$ cat src/rtl/rsa_host_ctrl.sv
// rsa_host_ctrl: host-side master for the exp2_rsa byte-wide register port.
// Loads 32-byte operands (LSB first), starts the core, waits for the ready
// rising edge and streams the 32-byte result back with backpressure.
// Optional build macro: RSA_HOST_TIMEOUT_EN enables a TIMEOUT_W-bit watchdog
// in WAIT that raises the sticky err flag and abandons the read.
module rsa_host_ctrl #(
  parameter int TIMEOUT_W = 24
) (
  input  logic       clk,
  input  logic       reset,
  input  logic       cmd_valid,
  output logic       cmd_ready,
  input  logic [1:0] cmd_op,
  input  logic       in_valid,
  output logic       in_ready,
  input  logic [7:0] in_data,
  output logic       out_valid,
  input  logic       out_ready,
  output logic [7:0] out_data,
  output logic       out_last,
  output logic       busy,
  output logic       err,
  output logic       rsa_we,
  output logic       rsa_oe,
  output logic       rsa_start,
  output logic [1:0] rsa_reg_sel,
  output logic [4:0] rsa_addr,
  output logic [7:0] rsa_wdata,
  input  logic [7:0] rsa_rdata,
  input  logic       rsa_ready
);

  typedef enum logic [2:0] {
    S_IDLE    = 3'd0,
    S_WRITE   = 3'd1,
    S_START   = 3'd2,
    S_WAIT    = 3'd3,
    S_RD_ADDR = 3'd4,
    S_RD_CAP  = 3'd5,
    S_RD_OUT  = 3'd6
  } state_t;

  state_t     r_state, w_state_nxt;
  logic [4:0] r_cnt, w_cnt_nxt;
  logic [1:0] r_op, w_op_nxt;
  logic       r_ready_q;
  logic       w_ready_rise;
  logic       w_we_nxt, w_oe_nxt, w_start_nxt, w_err_nxt;
  logic       w_out_valid_nxt, w_out_last_nxt;
  logic [1:0] w_sel_nxt;
  logic [4:0] w_addr_nxt;
  logic [7:0] w_wdata_nxt, w_out_data_nxt;

`ifdef RSA_HOST_TIMEOUT_EN
  logic [TIMEOUT_W-1:0] r_tmo, w_tmo_nxt;
  logic                 w_tmo_hit;
  // The increment taking the counter to all-ones is the expiring WAIT cycle.
  assign w_tmo_hit = (r_tmo == ~TIMEOUT_W'(1));
`endif

  // Watchdog width sanity check at elaboration.
  if (TIMEOUT_W < 2) begin : g_tmo_width_chk
    $error("rsa_host_ctrl: TIMEOUT_W must be at least 2");
  end

  // Core register select used by each load opcode.
  function automatic logic [1:0] op_reg_sel(input logic [1:0] op);
    logic [1:0] sel;
    case (op)
      2'd0:    sel = 2'd3;  // modulus
      2'd1:    sel = 2'd2;  // exponent
      default: sel = 2'd1;  // ciphertext for a full run
    endcase
    return sel;
  endfunction

  // Only a low-to-high transition observed by this block completes a run.
  assign w_ready_rise = rsa_ready & ~r_ready_q;

  // Next-state and next-output decode.
  always_comb begin
    w_state_nxt     = r_state;
    w_cnt_nxt       = r_cnt;
    w_op_nxt        = r_op;
    w_we_nxt        = 1'b0;
    w_start_nxt     = 1'b0;
    w_oe_nxt        = rsa_oe;
    w_sel_nxt       = rsa_reg_sel;
    w_addr_nxt      = rsa_addr;
    w_wdata_nxt     = rsa_wdata;
    w_out_valid_nxt = out_valid;
    w_out_data_nxt  = out_data;
    w_out_last_nxt  = out_last;
`ifdef RSA_HOST_TIMEOUT_EN
    w_err_nxt       = err;
    w_tmo_nxt       = r_tmo;
`else
    w_err_nxt       = 1'b0;
`endif
    case (r_state)
      S_IDLE: begin
        if (cmd_valid) begin
          w_op_nxt    = cmd_op;
          w_cnt_nxt   = 5'd0;
          w_err_nxt   = 1'b0;
          w_state_nxt = (cmd_op == 2'd3) ? S_RD_ADDR : S_WRITE;
        end else begin
          w_state_nxt = S_IDLE;
        end
      end
      S_WRITE: begin
        if (in_valid) begin
          w_we_nxt    = 1'b1;
          w_addr_nxt  = r_cnt;
          w_wdata_nxt = in_data;
          w_sel_nxt   = op_reg_sel(r_op);
          w_cnt_nxt   = r_cnt + 5'd1;
          if (r_cnt == 5'd31) begin
            w_state_nxt = (r_op == 2'd2) ? S_START : S_IDLE;
          end else begin
            w_state_nxt = S_WRITE;
          end
        end else begin
          w_state_nxt = S_WRITE;
        end
      end
      S_START: begin
        w_start_nxt = 1'b1;
        w_sel_nxt   = 2'd0;
        w_addr_nxt  = 5'd0;
        w_state_nxt = S_WAIT;
`ifdef RSA_HOST_TIMEOUT_EN
        w_tmo_nxt   = '0;
`endif
      end
      S_WAIT: begin
        if (w_ready_rise) begin
          w_state_nxt = S_RD_ADDR;
`ifdef RSA_HOST_TIMEOUT_EN
        end else if (w_tmo_hit) begin
          w_err_nxt   = 1'b1;
          w_state_nxt = S_IDLE;
        end else begin
          w_tmo_nxt   = r_tmo + TIMEOUT_W'(1);
          w_state_nxt = S_WAIT;
`else
        end else begin
          w_state_nxt = S_WAIT;
`endif
        end
      end
      S_RD_ADDR: begin
        // Result register lives at select 0.
        w_oe_nxt    = 1'b1;
        w_sel_nxt   = 2'd0;
        w_addr_nxt  = r_cnt;
        w_state_nxt = S_RD_CAP;
      end
      S_RD_CAP: begin
        w_out_data_nxt  = rsa_rdata;
        w_out_valid_nxt = 1'b1;
        w_out_last_nxt  = (r_cnt == 5'd31);
        w_state_nxt     = S_RD_OUT;
      end
      S_RD_OUT: begin
        if (out_ready) begin
          w_out_valid_nxt = 1'b0;
          w_out_last_nxt  = 1'b0;
          w_cnt_nxt       = r_cnt + 5'd1;
          if (r_cnt == 5'd31) begin
            w_oe_nxt    = 1'b0;
            w_state_nxt = S_IDLE;
          end else begin
            w_state_nxt = S_RD_ADDR;
          end
        end else begin
          w_state_nxt = S_RD_OUT;
        end
      end
      default: begin
        w_oe_nxt        = 1'b0;
        w_out_valid_nxt = 1'b0;
        w_out_last_nxt  = 1'b0;
        w_state_nxt     = S_IDLE;
      end
    endcase
  end

  // State, byte counter, latched opcode and watchdog registers.
  always_ff @(posedge clk or negedge reset) begin
    if (!reset) begin
      r_state <= S_IDLE;
      r_cnt   <= 5'd0;
      r_op    <= 2'd0;
`ifdef RSA_HOST_TIMEOUT_EN
      r_tmo   <= '0;
`endif
    end else begin
      r_state <= w_state_nxt;
      r_cnt   <= w_cnt_nxt;
      r_op    <= w_op_nxt;
`ifdef RSA_HOST_TIMEOUT_EN
      r_tmo   <= w_tmo_nxt;
`endif
    end
  end

  // Delayed copy of the core ready level, sampled every cycle.
  always_ff @(posedge clk or negedge reset) begin
    if (!reset) begin
      r_ready_q <= 1'b0;
    end else begin
      r_ready_q <= rsa_ready;
    end
  end

  // Registered outputs; handshake readies follow the state being entered.
  always_ff @(posedge clk or negedge reset) begin
    if (!reset) begin
      cmd_ready   <= 1'b1;
      in_ready    <= 1'b0;
      busy        <= 1'b0;
      err         <= 1'b0;
      rsa_we      <= 1'b0;
      rsa_oe      <= 1'b0;
      rsa_start   <= 1'b0;
      rsa_reg_sel <= 2'd0;
      rsa_addr    <= 5'd0;
      rsa_wdata   <= 8'd0;
      out_valid   <= 1'b0;
      out_data    <= 8'd0;
      out_last    <= 1'b0;
    end else begin
      cmd_ready   <= (w_state_nxt == S_IDLE);
      in_ready    <= (w_state_nxt == S_WRITE);
      busy        <= (w_state_nxt != S_IDLE);
      err         <= w_err_nxt;
      rsa_we      <= w_we_nxt;
      rsa_oe      <= w_oe_nxt;
      rsa_start   <= w_start_nxt;
      rsa_reg_sel <= w_sel_nxt;
      rsa_addr    <= w_addr_nxt;
      rsa_wdata   <= w_wdata_nxt;
      out_valid   <= w_out_valid_nxt;
      out_data    <= w_out_data_nxt;
      out_last    <= w_out_last_nxt;
    end
  end

endmodule

$ cat config.mk
export PLATFORM = sky130hd
export DESIGN_NAME = rsa_host_ctrl
export DESIGN_NICKNAME = d
export VERILOG_FILES = /design/src/rtl/rsa_host_ctrl.sv
export SDC_FILE = /design/constraint.sdc
export NUM_CORES = 1
export LEC_CHECK = 0
export CORE_MARGIN = 1
export CORE_UTILIZATION = 34
export DETAILED_ROUTE_END_ITERATION = 8
export GPL_ROUTABILITY_DRIVEN = 0
export HOLD_SLACK_MARGIN = 0.03
export PLACE_DENSITY = 0.67
export SLEW_MARGIN = 20
export SYNTH_ARGS = -nofsm -noshare
export SYNTH_HDL_FRONTEND = slang
export SYNTH_SLANG_ARGS = --single-unit
$ cat constraint.sdc
create_clock -name clk -period 3.95 [get_ports clk]
set_clock_uncertainty 0.1 [all_clocks]
set_input_delay 0.79 -clock clk [delete_from_list [all_inputs] [get_ports clk]]
set_output_delay 0.79 -clock clk [all_outputs]
set_load 0.02 [all_outputs]
-- After elaboration in Yosys (flattened, before gate mapping)
Cells that the tools add are included.
- register bits: 42
- input bits: 24
- word-level logic and storage cells: 80
- add/subtract/negate cells: 1
- equal/unequal tests: 15
- mux-type cells: 27
- bitwise logic cells: 4
- reduce and logical (&&, ||, !) cells: 17
- operators by type and width (cell ; number):
    5-bit one-hot mux with 3 select lines ; 2
    3-bit one-hot mux with 7 select lines ; 1
    5-bit 2-to-1 mux ; 4
    3-bit 2-to-1 mux ; 6
    2-bit AND reduction ; 5
    5-bit OR reduction ; 2
    3-bit equality test (second input constant) ; 3
    1-bit one-hot mux with 3 select lines ; 3
    3-bit nonzero test ; 3
    2-bit != test (second input constant) ; 4
    2-bit one-hot mux with 2 select lines ; 2
    3-bit by 1-bit equality test with 1-bit output (second input constant) ; 2
    3-bit by 2-bit equality test with 1-bit output (second input constant) ; 2
    3-bit zero test ; 2
    1-bit 2-to-1 mux ; 6
    2-bit 2-to-1 mux ; 3
    5-bit by 1-bit adder with 5-bit output (second input constant) ; 1
    5-bit equality test (second input constant) ; 1
    2-bit equality test (second input constant) ; 2
    4-bit AND reduction ; 1
    1-bit inverter ; 3
    3-bit AND reduction ; 1
    2-bit by 1-bit equality test with 1-bit output (second input constant) ; 1
    2-bit zero test ; 1
    3 further kinds ; 3

-- Longest topological paths before layout
- depth after elaboration: 6
- mapped depth: 8
- gate-level depth less buffers: 8

-- Worst setup path before layout
OpenSTA, ideal clock, no wires.
- path kind: input port to flip-flop
- from: in in_valid
- to: reg busy
- arrival: 1.721 ns
- required time: 3.719 ns
- setup slack: 1.998 ns
- cell stages on the path: 6
- path buffers: 1
- cells stage by stage: buf_2 nand4_1 inv_2 nand4b_1 o2111ai_1 or3_1
- cells in the longest elaborated chain, start to end: 3
- RTL lines (element ; line ; source):
    start: declaration ; 14 ; input logic in_valid,
    3-bit 2-to-1 mux ; 112 ; if (in_valid) begin
    3-bit one-hot mux with 7 select lines ; 100 ; case (r_state)
    named net w_state_nxt[1] ; 43 ; state_t r_state, w_state_nxt;
    3-bit nonzero test ; 236 ; busy <= (w_state_nxt != S_IDLE);
    end signal: assignment ; 236 ;
    end: declaration ; 21 ; output logic busy,
The timed path passes the listed nets, and every way through them passes these cells.
A chain may end at the register's enable or synchronous reset.

-- Worst setup path after layout
Same ends and word-level chain as after synthesis.

==> metrics.txt <==
met3 Resource Use GR=4.88%; async set or reset register ratio after synthesis=100%; total count of max-transition violations in the final report=0; setup fix buffers added after clock tree synthesis=0; number of iterations in the first detailed-routing pass=4; P per Cell Area=806 mW/mm²; number of H-tree levels=2; total vias in the final route=1588; net switching power=807 µW; number of global-route vias before repair=1507; die extent in x=77.2 µm; Nets=261; sum of overflow across all layers after global routing=0; antenna violations before repair=0; Worst Path Arrival=2.55 ns; count of unique library cells instantiated by Yosys=39; result of the run=finished, final reports clean; number of setup violations in the final report=0; required time of the worst setup path=4.03 ns; fmax=405 MHz; cells after synthesis=183; maximum resistive drop on vdd=0.385 mV; CTS tree=built; overall fraction of global-route tracks in use=15.2%; number of flip-flops and latches in the synthesized netlist=42; fillcell total=536; layout overhead on the synthesized area=35.8%; Worst-Skew Late Latency=0.29 ns; class of the tightest hold or removal check=flip-flop to flip-flop; busiest layer in global routing=met2; static leakage power=0.00113 µW; proportion of synthesized chip area in sequential cells=54.8%; number of diodes added for antenna fixing=0; cell area after synthesis=0.00192 mm²; num rows=27; global routing met2 resource utilization=24.4%; number of synthesized flops with an enable pin=0; cells resized by post-CTS repair=0; Flop pwr share=37.9%; net switching share of the total power=38.3%; fraction of layout instances using a drive strength above 1=11.4%; average cell area after synthesis=10.5 µm²; setup repair after global routing missed its margin=no; warning count from the yosys run=0; I/O pin total=56; final cycle utilization of the critical path=62.5%; Internal Pwr Total=1300 µW; met1 global-route usage=18.4%; Min Hold Slack=0.382 ns; Setup TNS=0 ns; wire length per cell=13.9 µm; clock-pin slew on the worst setup and hold paths=0.08 ns; vias per cell=5.16; critical setup path kind=primary input to flip-flop; post-detail-place hpwl=2930 µm; Worst-Margin Slew=0.942 ns; Iteration-0 DRC Markers=65; biggest fanout along the worst timing path=12; starting density of the core=35.1%; TritonCTS buffer count=5; area of the die=0.00596 mm²; Hold Buf Count CTS=0; sort of element at the end of the critical path=flip-flop; Final Hold Vio Count=0; Total Power Consumption=2100 µW; final worst path period need=2.47 ns; startpoint kind of the worst setup timing path=primary input; max-cap violation count=0; Primary FF master, synth=sky130_fd_sc_hd__dfrtp_1; largest net degree at the start of global routing=43; floorplan core area=0.00547 mm²; final wirelength=4270 µm; Max transition margin=37.2%; root buffer cell=sky130_fd_sc_hd__clkbuf_8; share of total power in combinational logic=45.3%; wire length of the first global-routing pass=7120 µm; reg-to-reg slack, setup=1.55 ns; DRC Markers=0; overall die height=77.2 µm; Layout Cells excl Fill=308; antenna viol nets, final=0; clk buf depth=2; total of buffers placed on input and output ports=54; clock network fraction of total power=16.8%; number of placed instances, taps included=300; net count after synthesis=209; clock sink total=42
-- worst paths after layout --
path / start / endpoint / depth (start not counted)
max: in_valid / busy / 7
min: rsa_wdata[1] / rsa_wdata[1] / 2
max reg2reg: r_state[2] / busy / 7
min reg2reg: rsa_wdata[1] / rsa_wdata[1] / 2
max in group asynchronous: reset / r_state[1] / 1
min in group asynchronous: reset / rsa_start / 1
-- through the flow --
step | cell area, µm² | util (%) | setup slack, ns
after CTS | 2610 | 47.7 | 1.50
after global routing | 2610 | 47.7 | 1.35
final | 2610 | 47.7 | 1.48
after floorplan | 1920 | - | 2.00
after detailed placement | 2490 | 45.6 | 1.19
after global placement | 2490 | 45.6 | 1.26
-- layout by cell type (no fill, tap or decap), types with 3 or more instances in the layout --
cell type	count
sky130_fd_sc_hd__clkdlybuf4s50_1	53
sky130_fd_sc_hd__dfrtp_1	41
sky130_fd_sc_hd__nand2_1	29
sky130_fd_sc_hd__nor2_1	11
sky130_fd_sc_hd__mux2_2	11
sky130_fd_sc_hd__a21oi_1	10
sky130_fd_sc_hd__inv_1	7
sky130_fd_sc_hd__o21ai_0	7
sky130_fd_sc_hd__o221ai_1	6
sky130_fd_sc_hd__clkbuf_8	6
sky130_fd_sc_hd__or4_1	5
sky130_fd_sc_hd__a2bb2oi_1	5
sky130_fd_sc_hd__nand3b_1	4
sky130_fd_sc_hd__nand3_1	4
sky130_fd_sc_hd__inv_2	3
sky130_fd_sc_hd__nor3_1	3
sky130_fd_sc_hd__or3_1	3
-- power by group through the flow --
stage / logic, µW / registers, µW / clock network (µW)
final: 954 / 797 / 353
after floorplan: 471 / 901 / 0
after global placement: 945 / 803 / 0
after detailed placement: 962 / 804 / 0
after global routing: 1030 / 827 / 380
after CTS: 964 / 796 / 365
-- cells in the mapped netlist (3+ instances only) --
cell | n | area (µm²)
sky130_fd_sc_hd__dfrtp_1 | 41 | 1030
sky130_fd_sc_hd__nand2_1 | 29 | 109
sky130_fd_sc_hd__mux2_2 | 11 | 124
sky130_fd_sc_hd__nor2_1 | 11 | 41.3
sky130_fd_sc_hd__a21oi_1 | 10 | 50.1
sky130_fd_sc_hd__inv_1 | 7 | 26.3
sky130_fd_sc_hd__o21ai_0 | 7 | 35.0
sky130_fd_sc_hd__o221ai_1 | 6 | 52.6
sky130_fd_sc_hd__a2bb2oi_1 | 5 | 43.8
sky130_fd_sc_hd__or4_1 | 5 | 37.5
sky130_fd_sc_hd__buf_2 | 4 | 20.0
sky130_fd_sc_hd__nand3_1 | 4 | 20.0
sky130_fd_sc_hd__nand3b_1 | 4 | 30.0
sky130_fd_sc_hd__clkbuf_1 | 3 | 11.3
sky130_fd_sc_hd__inv_2 | 3 | 11.3
sky130_fd_sc_hd__nor3_1 | 3 | 15.0
sky130_fd_sc_hd__or3_1 | 3 | 18.8
-- critical path, cell delays in order --
cell and delay, ns:
sky130_fd_sc_hd__clkdlybuf4s50_1 0.57, sky130_fd_sc_hd__nand4_1 0.18, sky130_fd_sc_hd__buf_4 0.21, sky130_fd_sc_hd__inv_2 0.11, sky130_fd_sc_hd__nand4b_1 0.13, sky130_fd_sc_hd__o2111ai_1 0.19, sky130_fd_sc_hd__or3_1 0.36
-- final cells by class --
type	count	area [µm²]	area share [%]
clock buffers	7	86.3	3.31
clock inverters	1	30.0	1.15
inverters	10	37.5	1.44
multi-input cells	121	771	29.5
flip-flops and latches	42	1050	40.3
well taps	72	90.1	3.45
repair buffers	55	543	20.8
-- layer usage --
| metal | part of all wire [%] | routed length, µm | vias to the layer above |
|---|---|---|---|
| li1 | - | - | 754 |
| met1 | 44 | 1900 | 772 |
| met2 | 47 | 2020 | 52 |
| met3 | 6.3 | 271 | 10 |
| met4 | 1.8 | 75 | 0 |
| met5 | 0 | 0 | - |
-- registers in the layout (all words and copies together), names as in the netlist, 2 cells and up --
name and cells:
rsa_reg_sel 2, out_data 8, r_state 3, r_cnt 5, rsa_addr 5, rsa_wdata 8
r_op 2
-- kinds of logic after synthesis --
group | synth area share [%]
other cells | 0.195
simple gates | 17.0
flops | 54.8
compound gates | 14.6
mux | 6.97
buf+inv | 5.14
fa+ha+maj | 1.30
No activity file was read; power rests on OpenSTA's default activity.
